===== src/rtl/uart_ctrl_param_pkg.sv =====
// Shared types for the UART configuration controller: line configuration,
// sticky error flags, the controller FSM states and the power-on configuration.
package uart_pkg;

    typedef enum logic [1:0] {
        PAR_NONE = 2'd0,
        PAR_EVEN = 2'd1,
        PAR_ODD  = 2'd2
    } parity_e;

    typedef struct packed {
        logic [15:0] baud_div;
        parity_e     parity;
        logic        stop2;
        logic [3:0]  data_bits;
    } uart_config_s;

    typedef struct packed {
        logic configuration;
        logic overrun;
        logic parity;
        logic frame;
    } uart_error_s;

    typedef enum logic [2:0] {
        ST_IDLE,
        ST_REQ_SEND,
        ST_ACK_WAIT,
        ST_APPLY,
        ST_SLV_ACK
    } uart_state_e;

    localparam uart_config_s STD_CONFIG = '{
        baud_div:  16'd434,
        parity:    PAR_NONE,
        stop2:     1'b0,
        data_bits: 4'd8
    };

    // Counter width; a one-value counter still needs one bit to exist.
    function automatic int unsigned cnt_w(input int unsigned n);
        return (n < 2) ? 1 : $clog2(n);
    endfunction

endpackage


===== src/rtl/uart_ctrl_param_if.sv =====
// Error/interrupt bundle between the controller and its sticky error latch.
interface uart_ctrl_param_if;
    import uart_pkg::*;

    logic        frame_err;
    logic        parity_err;
    logic        overrun_err;
    logic        int_ackn;
    logic        rx_empty;
    uart_error_s error;
    logic        irq;

    modport master (
        output frame_err, parity_err, overrun_err, int_ackn, rx_empty,
        input  error, irq
    );

    modport slave (
        input  frame_err, parity_err, overrun_err, int_ackn, rx_empty,
        output error, irq
    );

endinterface


===== src/rtl/uart_ctrl_param_error_latch.sv =====
// Sticky error flags with host acknowledge, and the registered interrupt request.
module uart_error_latch
    import uart_pkg::*;
(
    input  logic              clk_i,
    input  logic              rst_i,
    input  logic              cfg_err_i,
    uart_ctrl_param_if.slave  bus
);

    localparam int ERR_W = $bits(uart_error_s);

    logic [ERR_W-1:0] w_set;
    logic [ERR_W-1:0] w_err_next;
    logic [ERR_W-1:0] r_err;
    logic             r_irq;

    assign w_set = {cfg_err_i, bus.overrun_err, bus.parity_err, bus.frame_err};

    // A new error in the same cycle as an acknowledge must survive.
    generate
        for (genvar gi = 0; gi < ERR_W; gi++) begin : g_bit
            assign w_err_next[gi] = w_set[gi] | (r_err[gi] & ~bus.int_ackn);
        end
    endgenerate

    always_ff @(posedge clk_i) begin
        if (rst_i) begin
            r_err <= '0;
            r_irq <= 1'b0;
        end else begin
            r_err <= w_err_next;
            r_irq <= (|r_err) | ~bus.rx_empty;
        end
    end

    assign bus.error = uart_error_s'(r_err);
    assign bus.irq   = r_irq;

endmodule


===== src/rtl/uart_ctrl_param.sv =====
// UART configuration handshake controller: master/slave configuration exchange
// with acknowledge timeout and retry, FIFO strobe gating and error reporting.
module uart_ctrl_param
    import uart_pkg::*;
#(
    parameter int DATA_W      = 8,
    parameter int TIMEOUT_CYC = 1024,
    parameter int MAX_RETRY   = 3
) (
    input  logic              clk_i,
    input  logic              rst_i,
    input  logic              config_req_mst_i,
    input  logic              std_config_i,
    input  uart_config_s      config_i,
    input  logic              config_req_slv_i,
    input  uart_config_s      rx_config_i,
    input  logic              req_ackn_i,
    input  logic              tx_done_i,
    input  logic              frame_error_i,
    input  logic              parity_error_i,
    input  logic              overrun_error_i,
    input  logic              rx_fifo_empty_i,
    input  logic              interrupt_ackn_i,
    input  logic [DATA_W-1:0] data_tx_i,
    input  logic              tx_fifo_write_i,
    input  logic              rx_fifo_read_i,
    output uart_config_s      config_o,
    output logic              config_req_mst_o,
    output logic              ack_tx_o,
    output logic              configuration_done_o,
    output logic              tx_fifo_write_o,
    output logic              rx_fifo_read_o,
    output logic [DATA_W-1:0] data_tx_o,
    output logic              cfg_busy_o,
    output uart_error_s       error_o,
    output logic              interrupt_o
);

    localparam int TO_W = cnt_w(TIMEOUT_CYC);
    localparam int RT_W = cnt_w(MAX_RETRY + 1);
    localparam logic [TO_W-1:0] TO_LAST   = TO_W'(TIMEOUT_CYC - 1);
    localparam logic [RT_W-1:0] RETRY_MAX = RT_W'(MAX_RETRY);

    uart_state_e     r_state;
    uart_state_e     w_state_next;
    logic [TO_W-1:0] r_to_cnt;
    logic [RT_W-1:0] r_retry;
    logic            r_mst_pend;
    logic            r_slv_pend;
    uart_config_s    r_rx_hold;
    uart_config_s    r_pend_cfg;
    uart_config_s    r_config;
    logic            r_req_mst;
    logic            r_ack_tx;
    logic            r_done;

    logic w_slv_any;
    logic w_mst_any;
    logic w_timeout;
    logic w_req_mst_next;
    logic w_ack_tx_next;
    logic w_done_next;
    logic w_cfg_err;
    logic w_retry_inc;
    logic w_load_mst;
    logic w_load_slv;

    assign w_slv_any = config_req_slv_i | r_slv_pend;
    assign w_mst_any = config_req_mst_i | r_mst_pend;
    assign w_timeout = (r_to_cnt == TO_LAST);

    always_ff @(posedge clk_i) begin
        if (rst_i) begin
            r_state <= ST_IDLE;
        end else begin
            r_state <= w_state_next;
        end
    end

    always_comb begin
        w_state_next = r_state;
        case (r_state)
            ST_IDLE: begin
                if (w_slv_any) begin
                    w_state_next = ST_SLV_ACK;
                end else if (w_mst_any) begin
                    w_state_next = ST_REQ_SEND;
                end
            end
            ST_REQ_SEND: begin
                if (tx_done_i) begin
                    w_state_next = ST_ACK_WAIT;
                end
            end
            ST_ACK_WAIT: begin
                if (req_ackn_i) begin
                    w_state_next = ST_APPLY;
                end else if (w_timeout) begin
                    w_state_next = (r_retry < RETRY_MAX) ? ST_REQ_SEND : ST_IDLE;
                end
            end
            ST_APPLY:   w_state_next = ST_IDLE;
            ST_SLV_ACK: begin
                if (tx_done_i) begin
                    w_state_next = ST_IDLE;
                end
            end
            default:    w_state_next = ST_IDLE;
        endcase
    end

    // Decisions taken on the transition; pulses are registered from these.
    always_comb begin
        w_req_mst_next = 1'b0;
        w_ack_tx_next  = 1'b0;
        w_done_next    = 1'b0;
        w_cfg_err      = 1'b0;
        w_retry_inc    = 1'b0;
        w_load_mst     = 1'b0;
        w_load_slv     = 1'b0;
        case (r_state)
            ST_IDLE: begin
                if (w_slv_any) begin
                    w_ack_tx_next = 1'b1;
                    w_load_slv    = 1'b1;
                end else if (w_mst_any) begin
                    w_req_mst_next = 1'b1;
                    w_load_mst     = 1'b1;
                end
            end
            ST_ACK_WAIT: begin
                if (req_ackn_i) begin
                    w_done_next = 1'b1;
                end else if (w_timeout) begin
                    if (r_retry < RETRY_MAX) begin
                        w_req_mst_next = 1'b1;
                        w_retry_inc    = 1'b1;
                    end else begin
                        w_cfg_err = 1'b1;
                    end
                end
            end
            ST_SLV_ACK: begin
                if (tx_done_i) begin
                    w_done_next = 1'b1;
                end
            end
            default: begin
            end
        endcase
    end

    always_ff @(posedge clk_i) begin
        if (rst_i) begin
            r_to_cnt   <= '0;
            r_retry    <= '0;
            r_mst_pend <= 1'b0;
            r_slv_pend <= 1'b0;
            r_rx_hold  <= STD_CONFIG;
            r_pend_cfg <= STD_CONFIG;
            r_config   <= STD_CONFIG;
            r_req_mst  <= 1'b0;
            r_ack_tx   <= 1'b0;
            r_done     <= 1'b0;
        end else begin
            r_req_mst <= w_req_mst_next;
            r_ack_tx  <= w_ack_tx_next;
            r_done    <= w_done_next;

            // One pending register serves both paths; only one exchange is in flight.
            if (w_load_slv) begin
                r_pend_cfg <= config_req_slv_i ? rx_config_i : r_rx_hold;
            end else if (w_load_mst) begin
                r_pend_cfg <= std_config_i ? STD_CONFIG : config_i;
            end

            if (w_done_next) begin
                r_config <= r_pend_cfg;
            end

            if (r_state == ST_ACK_WAIT) begin
                r_to_cnt <= r_to_cnt + 1'b1;
            end else begin
                r_to_cnt <= '0;
            end

            if (w_load_mst) begin
                r_retry <= '0;
            end else if (w_retry_inc) begin
                r_retry <= r_retry + 1'b1;
            end

            if (w_load_mst) begin
                r_mst_pend <= 1'b0;
            end else if (config_req_mst_i) begin
                r_mst_pend <= 1'b1;
            end

            if (w_load_slv) begin
                r_slv_pend <= 1'b0;
            end else if (config_req_slv_i) begin
                r_slv_pend <= 1'b1;
                r_rx_hold  <= rx_config_i;
            end
        end
    end

    uart_ctrl_param_if u_err_if ();

    assign u_err_if.frame_err   = frame_error_i;
    assign u_err_if.parity_err  = parity_error_i;
    assign u_err_if.overrun_err = overrun_error_i;
    assign u_err_if.int_ackn    = interrupt_ackn_i;
    assign u_err_if.rx_empty    = rx_fifo_empty_i;

    uart_error_latch u_err_latch (
        .clk_i     (clk_i),
        .rst_i     (rst_i),
        .cfg_err_i (w_cfg_err),
        .bus       (u_err_if.slave)
    );

    assign error_o              = u_err_if.error;
    assign interrupt_o          = u_err_if.irq;
    assign config_o             = r_config;
    assign config_req_mst_o     = r_req_mst;
    assign ack_tx_o             = r_ack_tx;
    assign configuration_done_o = r_done;
    assign cfg_busy_o           = (r_state != ST_IDLE);
    assign tx_fifo_write_o      = tx_fifo_write_i & (r_state == ST_IDLE);
    assign data_tx_o            = data_tx_i;
    assign rx_fifo_read_o       = rx_fifo_read_i;

endmodule


===== config.mk =====
export PLATFORM = sky130hd
export DESIGN_NAME = uart_ctrl_param
export DESIGN_NICKNAME = d
export VERILOG_FILES = /design/src/rtl/uart_ctrl_param_pkg.sv /design/src/rtl/uart_ctrl_param_if.sv /design/src/rtl/uart_ctrl_param_error_latch.sv /design/src/rtl/uart_ctrl_param.sv
export SDC_FILE = /design/constraint.sdc
export NUM_CORES = 1
export LEC_CHECK = 0
export ABC_AREA = 0
export CAP_MARGIN = 10
export CORE_MARGIN = 2
export CORE_UTILIZATION = 56
export CTS_CLUSTER_SIZE = 28
export DETAILED_ROUTE_END_ITERATION = 10
export DONT_BUFFER_PORTS = 1
export GPL_TIMING_DRIVEN = 0
export HOLD_SLACK_MARGIN = 0.1
export PLACE_DENSITY = 0.74
export SETUP_SLACK_MARGIN = 0.05
export SYNTH_ARGS = -nofsm -noshare
export SYNTH_HDL_FRONTEND = slang
export SYNTH_SLANG_ARGS = --single-unit

===== constraint.sdc =====
create_clock -name clk_i -period 1.6 [get_ports clk_i]
set_clock_uncertainty 0.2 [all_clocks]
set_input_delay 0.08 -clock clk_i [delete_from_list [all_inputs] [get_ports clk_i]]
set_output_delay 0.08 -clock clk_i [all_outputs]
set_load 0.03 [all_outputs]

=== Word-level counts from Yosys, hierarchy flattened ===
Cells that the tools add are included.

* Output and inout port bits: 42
* Logic and storage cells: 85
* Bits in registers: 94
* Input bits: 68

* Muxes and demuxes: 29
* Order comparisons: 1
* Add/subtract/negate cells: 2
* Reduce and logical (&&, ||, !) cells: 8
* Eq/ne operators: 8
* Bitwise operators: 15

{| class="wikitable"
|+ Operators with widths
! cell !! number
|-
| 23-bit two-way mux || 4
|-
| 3-bit two-way mux || 6
|-
| 1-bit two-way mux || 16
|-
| 3-bit one-hot mux with 4 select lines || 1
|-
| 10-bit by 1-bit adder with 10-bit output, second input constant || 1
|-
| 10-bit equality test, second input constant || 1
|-
| 1-bit bitwise OR || 7
|-
| 3-bit != test, second input constant || 2
|-
| 2-bit OR reduction || 3
|-
| 1-bit AND || 5
|-
| 2-bit != test, second input constant || 2
|-
| 1-bit one-hot mux with 2 select lines || 2
|-
| 4-bit AND reduction || 1
|-
| 4-bit OR reduction || 1
|-
| 3-bit by 1-bit equality test with 1-bit output, second input constant || 1
|-
| 3-bit by 2-bit equality test with 1-bit output, second input constant || 1
|-
| 3-bit equality test, second input constant || 1
|-
| 3-bit zero test || 1
|-
| 1-bit NOT || 3
|-
| 3-bit nonzero test || 1
|-
| 2-bit by 1-bit adder with 2-bit output, second input constant || 1
|-
| 2-bit less-than comparator, second input constant || 1
|-
| 2-bit nonzero test || 1
|}

=== Depth between registers and ports, before layout ===
* Depth after elaboration: 6
* Gate-level depth with buffers: 8
* Gate-level depth less buffers: 5

=== By module ===
Synthesis repeated with hierarchy kept, for this count alone.

* Cells, all modules: 436
* Area, all modules: 3948.8 µm²

{| class="wikitable"
|+ By module, submodules not included
! module !! sequential area each (µm²) !! area an instance (µm²) !! instances !! cells each
|-
| uart_ctrl_param || 1781.7 || 3777.4 || 1 || 417
|-
| uart_error_latch || 100.1 || 171.4 || 1 || 19
|}

=== Worst setup path before layout ===
Ideal clock, no wire load.

* Kind: register to register
* From: register r_state[2]
* To: register r_rx_hold[11] (netlist name)
* Arrival time: 1.378 ns
* Data required time: 1.278 ns
* Stages on the path, launching flop included: 9
* Period minus slack after synthesis: 1.700 ns
* Slack: -0.100 ns
* Buffers on the path: 3
* Setup time: 0.122 ns
* Cell sequence: dfxtp_1 buf_2 nor3_4 inv_2 and2_0 buf_2 buf_2 nand2_1 nand3b_1

* Word-level cells in the longest chain between the ends: 2

{| class="wikitable"
|+ RTL lines
! what !! RTL line !! text
|-
| from (decl) || uart_ctrl_param.sv:44 || <nowiki>uart_state_e r_state;</nowiki>
|-
| from (signal assigned) || uart_ctrl_param.sv:76 || <nowiki>r_state <= w_state_next;</nowiki>
|-
| 3-bit zero test || uart_ctrl_param.sv:121 || <nowiki>case (r_state)</nowiki>
|-
| 1-bit two-way mux || uart_ctrl_param.sv:121 ||
|-
| to (signal assigned) || uart_ctrl_param.sv:203 || <nowiki>r_rx_hold <= rx_config_i;</nowiki>
|-
| to (decl) || uart_ctrl_param.sv:50 || <nowiki>uart_config_s r_rx_hold;</nowiki>
|}

No other way between the ends.
A chain may end at the register's enable or synchronous reset.

=== Final worst setup path ===
* From: register r_slv_pend
* To: register r_pend_cfg[6] (netlist name)

* Word-level cells in the longest chain between the ends: 4
* Elaborated cells on any way between the ends: 7
* Classes of those cells: mux: 5; bitwise: 1; reduce/logical: 1

{| class="wikitable"
|+ RTL lines
! what !! RTL line !! text
|-
| from (decl) || uart_ctrl_param.sv:49 || <nowiki>logic r_slv_pend;</nowiki>
|-
| from (signal assigned) || uart_ctrl_param.sv:158 || <nowiki>r_slv_pend <= 1'b0;</nowiki>
|-
| from (signal assigned) || uart_ctrl_param.sv:200 || <nowiki>r_slv_pend <= 1'b0;</nowiki>
|-
| from (signal assigned) || uart_ctrl_param.sv:202 || <nowiki>r_slv_pend <= 1'b1;</nowiki>
|-
| 1-bit bitwise OR * || uart_ctrl_param.sv:68 || <nowiki>assign w_slv_any = config_req_slv_i | r_slv_pend;</nowiki>
|-
| 1-bit two-way mux || uart_ctrl_param.sv:123 || <nowiki>if (w_slv_any) begin</nowiki>
|-
| 1-bit two-way mux || uart_ctrl_param.sv:121 ||
|-
| 23-bit two-way mux / 2-bit nonzero test (equally long branches) || -- ||
|-
| to (signal assigned) || uart_ctrl_param.sv:172 || <nowiki>r_pend_cfg <= config_req_slv_i ? rx_config_i : r_rx_hold;</nowiki>
|-
| to (signal assigned) || uart_ctrl_param.sv:174 || <nowiki>r_pend_cfg <= std_config_i ? STD_CONFIG : config_i;</nowiki>
|-
| to (decl) || uart_ctrl_param.sv:51 || <nowiki>uart_config_s r_pend_cfg;</nowiki>
|}

Every way passes the cells marked *; elsewhere a longest branch is shown, timed or not.

==> impl_metrics.env <==
export IMPL_avgSynthCellArea_sq_um=9.18
export IMPL_synth_seq_cells=94
export IMPL_p_per_area_mw_per_mm2=1100
export IMPL_hp_start="tx_fifo_write_i"
export IMPL_p_switching_w=0.00212
export IMPL_place_gp_congestion=0.819
export IMPL_async_flop_share=0
export IMPL_antenna_found_initial=0
export IMPL_slew_viol_final=0
export IMPL_whs_path_depth=1
export IMPL_cap_violations=0
export IMPL_violations="setup timing"
export IMPL_diodes=0
export IMPL_tightest_slew_ns=0.524
export IMPL_synth_cell_types=48
export IMPL_antenna_left=0
export IMPL_final_common_cell="dfxtp_1"
export IMPL_gr_total_overflow=0
export IMPL_clockPowerShare=0.262
export IMPL_finalCritPeriodShare=1.18
export IMPL_start_kind="flip-flop"
export IMPL_grt_max_degree=16
export IMPL_cts_buffers=9
export IMPL_via_per_inst=6.14
export IMPL_min_to="tx_fifo_write_o"
export IMPL_coreArea_sq_mm=0.00679
export IMPL_ios=110
export IMPL_dieArea_sq_mm=0.00772
export IMPL_cts_buffer_depth=2
export IMPL_p_seq_frac=0.446
export IMPL_placed_area_sq_mm=0.00411
export IMPL_critPathKind="reg2reg"
export IMPL_grt_pass1_wl_um=19000
export IMPL_firstDrtPassIters=6
export IMPL_clockRootBuffer="clkbuf_8"
export IMPL_p_int_w=0.00427
export IMPL_crit_fanout=10
export IMPL_switching_share=0.332
export IMPL_synthCells=429
export IMPL_netlist_area_leader_share=0.478
export IMPL_timing_rr_start="r_slv_pend"
export IMPL_worstPathArrival_ns=1.93
export IMPL_worstPathCellList="or2_1, buf_6, nor3_4, buf_12, buf_8, a221oi_1, o2bb2ai_2"
export IMPL_insertion_delay_ns=0.37
export IMPL_critPathSlowestCell="a221oi_1"
export IMPL_hold_viol=0
export IMPL_syn_nets=499
export IMPL_ys_seq_area_frac=0.478
export IMPL_cts_sinks=94
export IMPL_synthToLayoutAreaGrowth_pct=47.5
export IMPL_avgRoutedWirePerCell_um=21.8
export IMPL_htree_levels=3
export IMPL_routed_wl_um=13900
export IMPL_initial_utilization=0.580
export IMPL_worstSetupStartpoint="r_slv_pend"
export IMPL_drtIter0Drc=284
export IMPL_grt_pass1_vias=3852
export IMPL_hpwl_um=6480
export IMPL_worst_r2r_endpoint="r_pend_cfg[6]"
export IMPL_max_stage_delay_ns=0.45
export IMPL_vias=3918
export IMPL_setup_viol=72
export IMPL_clk_pin_slew_ns=0.10
export IMPL_chipHeight_um=87.9
export IMPL_dominantRegCellSynth="dfxtp_1"
export IMPL_grt_total_usage=0.323
export IMPL_drc=0
export IMPL_numPortBuffers=0
export IMPL_yosysWarnings=0
export IMPL_cts_tree="built"
export IMPL_design_area_sq_mm=0.00581
export IMPL_p_leak_nw=2.17
export IMPL_layout_nets=607
export IMPL_synth_area_leaders="dfxtp_1, nand2_1, mux2i_1"
export IMPL_final_cell_mix="dfxtp_1, dlygate4sd3_1, nand2_1, nor2_1, buf_4"
export IMPL_critPathCaptureType="flip-flop"
export IMPL_peakVddDrop_uv=670
export IMPL_syn_area_sq_mm=0.00394
export IMPL_period_needed_ns=1.88
export IMPL_worstPathRequired_ns=1.65
export IMPL_worst_slack_ns=-0.285
export IMPL_holdWs_ns=0.131
export IMPL_chipWidth_um=87.9
export IMPL_min_path_type="in2out"
export IMPL_reg2reg_depth=7
export IMPL_drive_gt1_frac=0.310
export IMPL_clock_fmax_ghz=0.531
export IMPL_p_comb_frac=0.292
export IMPL_num_rows=30
export IMPL_synth_edf_count=0
export IMPL_max_slew_margin=0.650
export IMPL_grt_setup_unrepaired="yes"
export IMPL_status="finished with violations"
export IMPL_yosysTopAreaCell="dfxtp_1"
export IMPL_ff2ff_setup_slack_ns=-0.28
-- state kept, by name (all words and copies together), names as in the netlist, 2 cells and up --
name                   count
r_retry                    2
r_to_cnt                  10
config_o                  23
r_state                    3
u_err_latch.bus.error      4
r_rx_hold                 23
r_pend_cfg                23
-- logic make-up after synthesis --
family                   synth area share
AND/OR/NAND/NOR                     0.208
AO/OA/AOI/OAI                       0.162
buffers and inverters              0.0664
flip-flops                          0.478
multiplexers                       0.0613
XOR/XNOR                           0.0178
adder cells (fa/ha/maj)           0.00635
-- synth_stat cells, drive strengths merged, types with 3 or more instances --
cell,instances
dfxtp,94
nand2,63
nor2,47
a21oi,29
buf,29
mux2i,23
o2bb2ai,18
a221oi,11
clkbuf,11
nand3,10
nor2b,10
nor3,10
nand3b,9
o21ai,9
a211o,6
a222oi,6
o31ai,6
xor2,6
and4,3
nand4,3
nor4b,3
-- area by class of cell --
type	instances	area, sq um
multi-input combinational	293	2240
sequential	94	1900
timing repair buffer	98	986
fill	329	983
buffer	39	348
clock buffer	11	151
tap	96	120
clock inverter	5	57.6
inverter	2	10.0
-- metrics by stage --
stage / cells / util / worst slack (ns) / setup TNS, ns / power (W)
finish: 638 / 0.855 / -0.285 / -6.89 / 0.00638
global route: 638 / 0.855 / -0.305 / -10.16 / 0.00658
CTS: 627 / 0.801 / -0.142 / -6.67 / 0.00597
detailed placement: 525 / 0.605 / -0.195 / -8.55 / 0.00385
global placement: 525 / 0.605 / -0.164 / -6.94 / 0.00383
floorplan: 429 / - / 0.00237 / 0 / 0.00364
-- metal layers --
layer,track usage,vias to the layer above,part of all wire
met1,0.380,1861,0.37
met4,0.165,0,0.049
met2,0.552,257,0.50
li1,-,1731,-
met3,0.0735,69,0.076
met5,0,-,0
-- worst max-delay path by stage --
stage | cells after the start | slack (ns) | to
floorplan | 8 | 0.002 | r_rx_hold[11]
global placement | 7 | -0.16 | r_pend_cfg[4]
detailed placement | 7 | -0.20 | config_o[6]
CTS | 7 | -0.14 | r_rx_hold[16]
global route | 7 | -0.30 | r_pend_cfg[6]
finish | 7 | -0.28 | r_pend_cfg[6]
-- worst max-delay path, delay by kind of cell, from the launching register on --
kind | cells | cell delay (ns)
buffers and inverters | 3 | 0.45
and+or+nand+nor | 2 | 0.20
DFF | 1 | 0.35
AOI/OAI and AO/OA | 2 | 0.56
-- what timing repair did --
| item | 4_1_cts | 5_1_grt |
|---|---|---|
| gates cloned | 5 | 0 |
| resized for setup | 72 | 83 |
| hold buffers | 64 | 3 |
| setup buffers | 18 | 11 |
| hold endpoints to repair | 81 | 6 |
| pin swaps | 43 | 15 |
| endpoints found under the setup margin | 84 | 95 |
-- power groups by stage --
stage / combinational, W / clock [W] / sequential [W]
2_1_floorplan: 0.000826 / 0 / 0.00281
3_3_place_gp: 0.000990 / 0 / 0.00284
3_5_place_dp: 0.00101 / 0 / 0.00284
4_1_cts: 0.00152 / 0.00164 / 0.00281
5_1_grt: 0.00197 / 0.00175 / 0.00287
6_report: 0.00187 / 0.00167 / 0.00285
Power figures use the tool's default switching activity.
